**src/rtl/keyboard_renderer.sv**
```systemverilog
// keyboard_renderer: draws key columns and a mode indicator to a pixel plotter,
// one pixel per cycle, redrawing whenever the shown keys or mode change.
module keyboard_renderer #(
  parameter int NUM_KEYS = 4,
  parameter int SCREEN_W = 160,
  parameter int SCREEN_H = 120,
  parameter int KEY_W    = SCREEN_W / NUM_KEYS,
  parameter int IND_SIZE = 4
) (
  input  logic                clock,
  input  logic                reset,
  input  logic [NUM_KEYS-1:0] keys,
  input  logic [NUM_KEYS-1:0] playback_keys,
  input  logic [1:0]          mode,
  output logic [7:0]          x,
  output logic [6:0]          y,
  output logic [2:0]          colour,
  output logic                plot,
  output logic                busy,
  output logic                frame_done
);
  localparam int CW = $clog2(NUM_KEYS);
  localparam int PW = $clog2(KEY_W + 1);
  typedef enum logic [1:0] {INIT, IDLE, SCAN, DONE} state_t;
  state_t state, state_n;
  logic [7:0] x_cnt;
  logic [6:0] y_cnt;
  logic [CW-1:0] col;
  logic [PW-1:0] pos;
  logic [NUM_KEYS-1:0] shown_keys, sel_keys;
  logic [1:0] shown_mode, mode_n;
  logic last_x, last_y, key_edge, last_col, divider, remainder, ind;
  logic [2:0] pix;
  always_comb begin
    mode_n    = mode == 2'b11 ? 2'b00 : mode;
    sel_keys  = mode_n == 2'b10 ? playback_keys : keys;
    last_x    = x_cnt == 8'(SCREEN_W - 1);
    last_y    = y_cnt == 7'(SCREEN_H - 1);
    key_edge  = pos == PW'(KEY_W - 1);
    last_col  = col == CW'(NUM_KEYS - 1);
    divider   = key_edge && !last_col;
    remainder = x_cnt >= 8'(NUM_KEYS * KEY_W);
    ind       = x_cnt < 8'(IND_SIZE) && y_cnt < 7'(IND_SIZE);
    pix       = ind && shown_mode == 2'b01 ? 3'b100 :
                ind && shown_mode == 2'b10 ? 3'b010 :
                divider || remainder       ? 3'b000 :
                shown_keys[col]            ? 3'b001 : 3'b111;
    state_n   = state == INIT ? SCAN :
                state == IDLE ? ((sel_keys != shown_keys || mode_n != shown_mode) ? SCAN : IDLE) :
                state == SCAN ? ((last_x && last_y) ? DONE : SCAN) : IDLE;
  end
  always_ff @(posedge clock) begin
    if (!reset) begin
      state      <= INIT;
      x_cnt      <= '0;
      y_cnt      <= '0;
      col        <= '0;
      pos        <= '0;
      shown_keys <= '0;
      shown_mode <= '0;
      x          <= '0;
      y          <= '0;
      colour     <= '0;
      plot       <= 1'b0;
      busy       <= 1'b0;
      frame_done <= 1'b0;
    end else begin
      state      <= state_n;
      x          <= x_cnt;
      y          <= y_cnt;
      plot       <= state == SCAN;
      colour     <= state == SCAN ? pix : 3'b000;
      busy       <= state_n != IDLE;
      frame_done <= state_n == DONE;
      if (state_n == SCAN && state != SCAN) begin
        shown_keys <= sel_keys;
        shown_mode <= mode_n;
      end
      if (state == SCAN) begin
        x_cnt <= last_x ? 8'd0 : x_cnt + 8'd1;
        pos   <= (last_x || key_edge) ? '0 : pos + PW'(1);
        col   <= last_x ? '0 : (key_edge && !last_col) ? col + CW'(1) : col;
        if (last_x) y_cnt <= last_y ? 7'd0 : y_cnt + 7'd1;
      end
    end
  end
endmodule

```
**config.mk**
```make
export PLATFORM = sky130hd
export DESIGN_NAME = keyboard_renderer
export DESIGN_NICKNAME = d
export VERILOG_FILES = /design/src/rtl/keyboard_renderer.sv
export SDC_FILE = /design/constraint.sdc
export NUM_CORES = 1
export LEC_CHECK = 0
export CORE_ASPECT_RATIO = 1.4
export CORE_UTILIZATION = 48
export DETAILED_ROUTE_END_ITERATION = 12
export GPL_ROUTABILITY_DRIVEN = 1
export PLACE_DENSITY = 0.77
export SLEW_MARGIN = 20
export SYNTH_ARGS = -nofsm -noshare
export SYNTH_HDL_FRONTEND = slang
export SYNTH_SLANG_ARGS = --single-unit
```
**constraint.sdc**
```tcl
create_clock -name clock -period 1.8 [get_ports clock]
set_clock_uncertainty 0.05 [all_clocks]
set_input_delay 0.18 -clock clock [delete_from_list [all_inputs] [get_ports clock]]
set_output_delay 0.18 -clock clock [all_outputs]
set_load 0.02 [all_outputs]
```
; ---- After elaboration in Yosys (flattened, before gate mapping)
; Index checks and enable logic that the tools add are counted.
[totals]
ff_bits = 52
in_bits = 12
out_inout_bits = 21
wordCells = 76
[classes]
n_addsub = 4
magnitude_cmp = 4
n_eq_ne = 16
muxes = 18
n_bitwise = 2
n_reduce_logical = 17
[op_table]
columns = op, n
row1 = 2-bit equality test (second input constant), 7
row2 = 2-bit two-way mux, 7
row3 = 3-bit two-way mux, 4
row4 = 8-bit by 1-bit adder with 8-bit output (second input constant), 1
row5 = 8-bit equality test (second input constant), 1
row6 = 8-bit >= comparator (second input constant), 1
row7 = 8-bit by 3-bit < comparator with 1-bit output (second input constant), 1
row8 = 8-bit two-way mux, 1
row9 = 7-bit by 1-bit adder with 7-bit output (second input constant), 1
row10 = 7-bit equality test (second input constant), 1
row11 = 7-bit by 3-bit < comparator with 1-bit output (second input constant), 1
row12 = 7-bit two-way mux, 1
row13 = 6-bit by 1-bit adder with 6-bit output (second input constant), 1
row14 = 6-bit equality test (second input constant), 1
row15 = 1-bit logical AND, 6
row16 = 6-bit two-way mux, 1
row17 = 2-bit AND reduction, 3
row18 = 5-bit OR reduction, 1
row19 = 2-bit by 1-bit equality test with 1-bit output (second input constant), 2
row20 = 4-bit two-way mux, 1
row21 = 4-bit inequality test, 1
row22 = 1-bit logical OR, 3
row23 = 2-bit by 3-bit < comparator with 1-bit output (second input constant), 1
row24 = 3-bit OR reduction, 1
row25 = 10 further kinds, 12

; ---- Depth between registers and ports, before layout
; Gate-level depths: netlist of run 1.
[logic_depth]
depth_word = 11
ltp_mapped = 7
depth_no_buf = 6

; ---- Worst setup path after synthesis of run 1
; Ideal clock, no wire load.
[synth_timing]
path_type = register -> register
startpoint = reg x_cnt[0]
endpoint = reg y_cnt[6]
t_arrival_ps = 1813
t_required_ps = 1678
setup_slack_ps = -134
path_stages_with_launch = 7
path_buffers = 1
synth_period_minus_slack_ps = 1934
cell_sequence = dfxtp_1 > ha_1 > nand3_1 > or4_4 > buf_6 > or4_1 > a21oi_1
[synth_between]
elab_chain_cells = 2
[synth_rtl]
columns = element, line
row1 = start: declaration, 26  ; logic [7:0] x_cnt;
row2 = start signal: assignment, 80  ; x_cnt <= last_x ? 8'd0 : x_cnt + 8'd1;
row3 = 8-bit equality test, 37  ; last_x = x_cnt == 8'(SCREEN_W - 1);
row4 = 2-bit AND reduction (no line), -
row5 = end signal: assignment, 83  ; if (last_x) y_cnt <= last_y ? 7'd0 : y_cnt + 7'd1;
row6 = end: declaration, 27  ; logic [6:0] y_cnt;
; No other way between the ends.
; A chain may end at the register's enable or synchronous reset.

; ---- Worst setup path after layout of run 1
[layout_timing]
startpoint = reg shown_mode[1]
endpoint = reg shown_mode[1]
[layout_between]
elab_chain_cells = 7
[layout_rtl]
columns = element, line
row1 = start: declaration, 31  ; logic [1:0] shown_mode, mode_n;
row2 = start signal: assignment, 77  ; shown_mode <= mode_n;
row3 = 2-bit inequality test, 49  ; state == IDLE ? ((sel_keys != shown_keys || mode_n != shown_mode) ? SCAN : IDLE) :
row4 = 1-bit logical OR, 49
row5 = 2-bit two-way mux (2 in a row), 49
row6 = 2-bit two-way mux, 48  ; state_n = state == INIT ? SCAN :
row7 = 2-bit equality test, 75  ; if (state_n == SCAN && state != SCAN) begin
row8 = 1-bit logical AND, 75
; No other way between the ends.

==> summary.txt, run 1 <==
Status - complete, no violations
Final core utilization - 69.2%
Most frequent cells in the layout - dfxtp_1 (45), buf_4 (35), nand2_1 (32)
CP Launch Point - shown_mode[1]$_SDFFE_PN0P_
Comb pwr share - 12.6%
Vias in the first global route - 1956
Clk pwr share - 31.8%
Main synth FF type - dfxtp_1
Synth Instances - 260
Final wirelength - 5.46 mm
Drt pass-1 iters - 5
Final setup fails - 0
Relative slew slack - 72.7%
Chip width - 60.3 um
Die Ht - 83.6 um
Htree depth - 2
Startpoint Class - flip-flop
Routed WL per cell - 14.0 um
Fraction of registers with async set/reset - 0%
Later-pin clock latency in the skew report - 0.31 ns
Post-synth top area cell - dfxtp_1
Total congestion overflow - 0
Yosys warnings - 0
Non-Filler Instances - 390
WP data required - 1.95 ns
DP Cell Count - 375
Pint - 1.60 mW
Switching power share of the total - 25.9%
Drc violations - 0
Average cell area after synthesis - 8.78 um2
DRT iter0 DRCs - 73
Area added between synthesis and finish - 37.4%
Post-DP Area - 0.00287 mm2
Reg2reg path depth - 6
Final period util - 99.5%
Leak - 1.23 nW
Hold Fails Final Rpt - 0
Final Cell Area - 0.00314 mm2
Flop pwr share - 55.7%
Switch Pwr - 0.558 mW
Slew Viols, Final - 0
CTS tree - yes
Cell mode on critical path - buf_4
Crit-path cells - or4_1 > a22oi_2 > buf_4 > a41oi_4 > buf_4 > mux2i_1
Nets@finish - 344
Detailed placer's ending HPWL - 3.65 mm
Worst IR drop on VDD - 543 uV
Yosys top cell area share - 45.6%
Worst Setup Path Type - flip-flop to flip-flop
CTS Sinks - 52
Initial antenna violation count - 0
Measured slew at the worst slew-check pin - 0.405 ns
Flops & latches, synth - 52
Final Wtd Congestion - 0.867
Via count - 2043
WP data arrival - 1.95 ns
Largest net degree at the start of global routing - 32
Crit Path Max Fanout - 4
Clk slew on worst S/H paths - 0.09 ns
Slowest cell on the critical path - or4_1
FF-to-FF setup slack - 0.008 ns
Hold WC Path Type - primary input to flip-flop
Cell Pwr Density - 687 mW/mm2
MaxCap Viol Count - 0
R2r endpoint - shown_mode[1]$_SDFFE_PN0P_
CP Capture Type - flip-flop
Clk root buf - clkbuf_8
RSZ-0062 raised after global routing - yes
Pwr Total - 2.16 mW
Ant. Diodes - 0
Number of synthesized flops with an enable pin - 0
DRT antenna net count - 0
Worst setup path end - shown_mode[1]$_SDFFE_PN0P_
Sequential share of the synthesized area - 45.6%
Core Footprint - 0.00454 mm2
Top post-synthesis cells by area - dfxtp_1 (46%), nand2_1 (5.3%), nor2_1 (4.3%)
Synth cell types - 46
Row count - 29
CTS Buffer Depth - 2
Max Clk Rate - 558 MHz
Vias per std cell - 5.24
First-pass GRT wire length - 8.23 mm
Net Count, Synth - 277
Mapped Area - 0.00228 mm2
Total track usage - 21.6%
Io pins - 33
Num CTS Buffers - 5
Max stage delay on crit path - 0.53 ns
PortBufs - 32
Minimum clock period after layout - 1.79 ns
CTS Hold Bufs - 0
Layout fillers - 344
Initial Util - 50.3%
Layout cells sized above 1 - 22.9%
Reg-to-reg startpoint - shown_mode[1]$_SDFFE_PN0P_
Leading cell type in the layout, fill and taps excluded - dfxtp_1
Die area - 0.00504 mm2
[area by class of cell]
cell class / count / area, um2 / share of cell area, %
clock buffers: 5 / 68.8 / 2.19
clock inverters: 3 / 26.3 / 0.838
inverters: 10 / 37.5 / 1.20
multi-input cells: 189 / 1270 / 40.5
flip-flops and latches: 52 / 1050 / 33.5
well taps: 62 / 77.6 / 2.47
repair buffers: 69 / 603 / 19.2
[cells in the mapped netlist, types with 3 or more instances]
cell	number
a31oi_1	3
mux2i_1	8
nor2b_1	6
xor2_1	10
o21ai_0	13
nand3_1	8
dfxtp_1	52
clkbuf_1	6
nor2_1	26
and2_1	12
ha_1	5
a21oi_1	13
nand2b_1	4
nand4_1	6
inv_1	9
xnor2_1	3
nor3_1	7
nor4_1	3
nand2_1	32
[per-stage QoR]
step	setup slack [ns]	hold WS (ns)	TNS, ns
6_report	0.00830	0.361	0
5_1_grt	-0.0415	0.423	-0.235
4_1_cts	0.00600	0.352	0
3_5_place_dp	-0.466	0.421	-3.87
3_3_place_gp	-0.409	0.413	-3.50
2_1_floorplan	-0.0289	0.285	-0.0289
[kinds of logic after synthesis]
family	after synthesis	synth area share [%]
and+or+nand+nor	119	26.3
DFF	52	45.6
AOI/OAI and AO/OA	43	11.8
buffers and inverters	19	4.00
xor gates and xnor gates	13	4.99
muxes	9	4.50
adders and majority gates	5	2.74
[power groups by stage]
stage	combinational, mW	clock [mW]	sequential, mW
after floorplan	0.111	0	1.23
after global placement	0.222	0	1.22
after detailed placement	0.226	0	1.23
after CTS	0.250	0.706	1.20
after global routing	0.291	0.743	1.20
final	0.271	0.684	1.20
[flip-flops by register name, indices dropped and copies added, names as in the netlist, 2 cells and up]
register    count
x               8
y_cnt           7
shown_mode      2
state           2
col             2
x_cnt           8
y               7
colour          3
pos             6
shown_keys      4
[worst min-delay path by stage]
stage                   startpoint                          to  slack (ns)  depth (start not counted)
2_1_floorplan                reset  shown_keys[1]$_SDFFE_PN0P_        0.29                          2
3_3_place_gp   pos[1]$_SDFFE_PN0N_         pos[1]$_SDFFE_PN0N_        0.41                          2
3_5_place_dp   pos[1]$_SDFFE_PN0N_         pos[1]$_SDFFE_PN0N_        0.42                          2
4_1_cts                    mode[1]  shown_mode[0]$_SDFFE_PN0P_        0.35                          4
5_1_grt                    mode[1]  shown_mode[0]$_SDFFE_PN0P_        0.42                          4
6_report                   mode[1]  shown_mode[0]$_SDFFE_PN0P_        0.36                          4
[critical path: cells and delay by family (launching register included)]
family / cells / cell delay [ns]
compound gates: 2 / 0.30
buf+inv: 2 / 0.34
flops: 1 / 0.35
mux: 1 / 0.11
simple gates: 1 / 0.53
[routing by layer]
metal	vias to the layer above	GRT usage, %	part of all wire, %
li1	1029	-	-
met4	0	10.1	1.6
met1	965	23.6	42
met5	-	0	0
met2	43	37.8	53
met3	6	4.50	2.7
[repair_timing]
action | CTS | global route
cloned | 0 | 0
resized for setup | 11 | 19
pin swaps | 5 | 7
endpoints found under the setup margin | 12 | 15
setup buffers | 3 | 4
(Power assumes the default switching activity.)
==> run 2: changes to the inputs <==
- HOLD_SLACK_MARGIN: unset -> 0.08
==> results of run 2 <==
Final layout, timing and power as in run 1 (identical DEF).
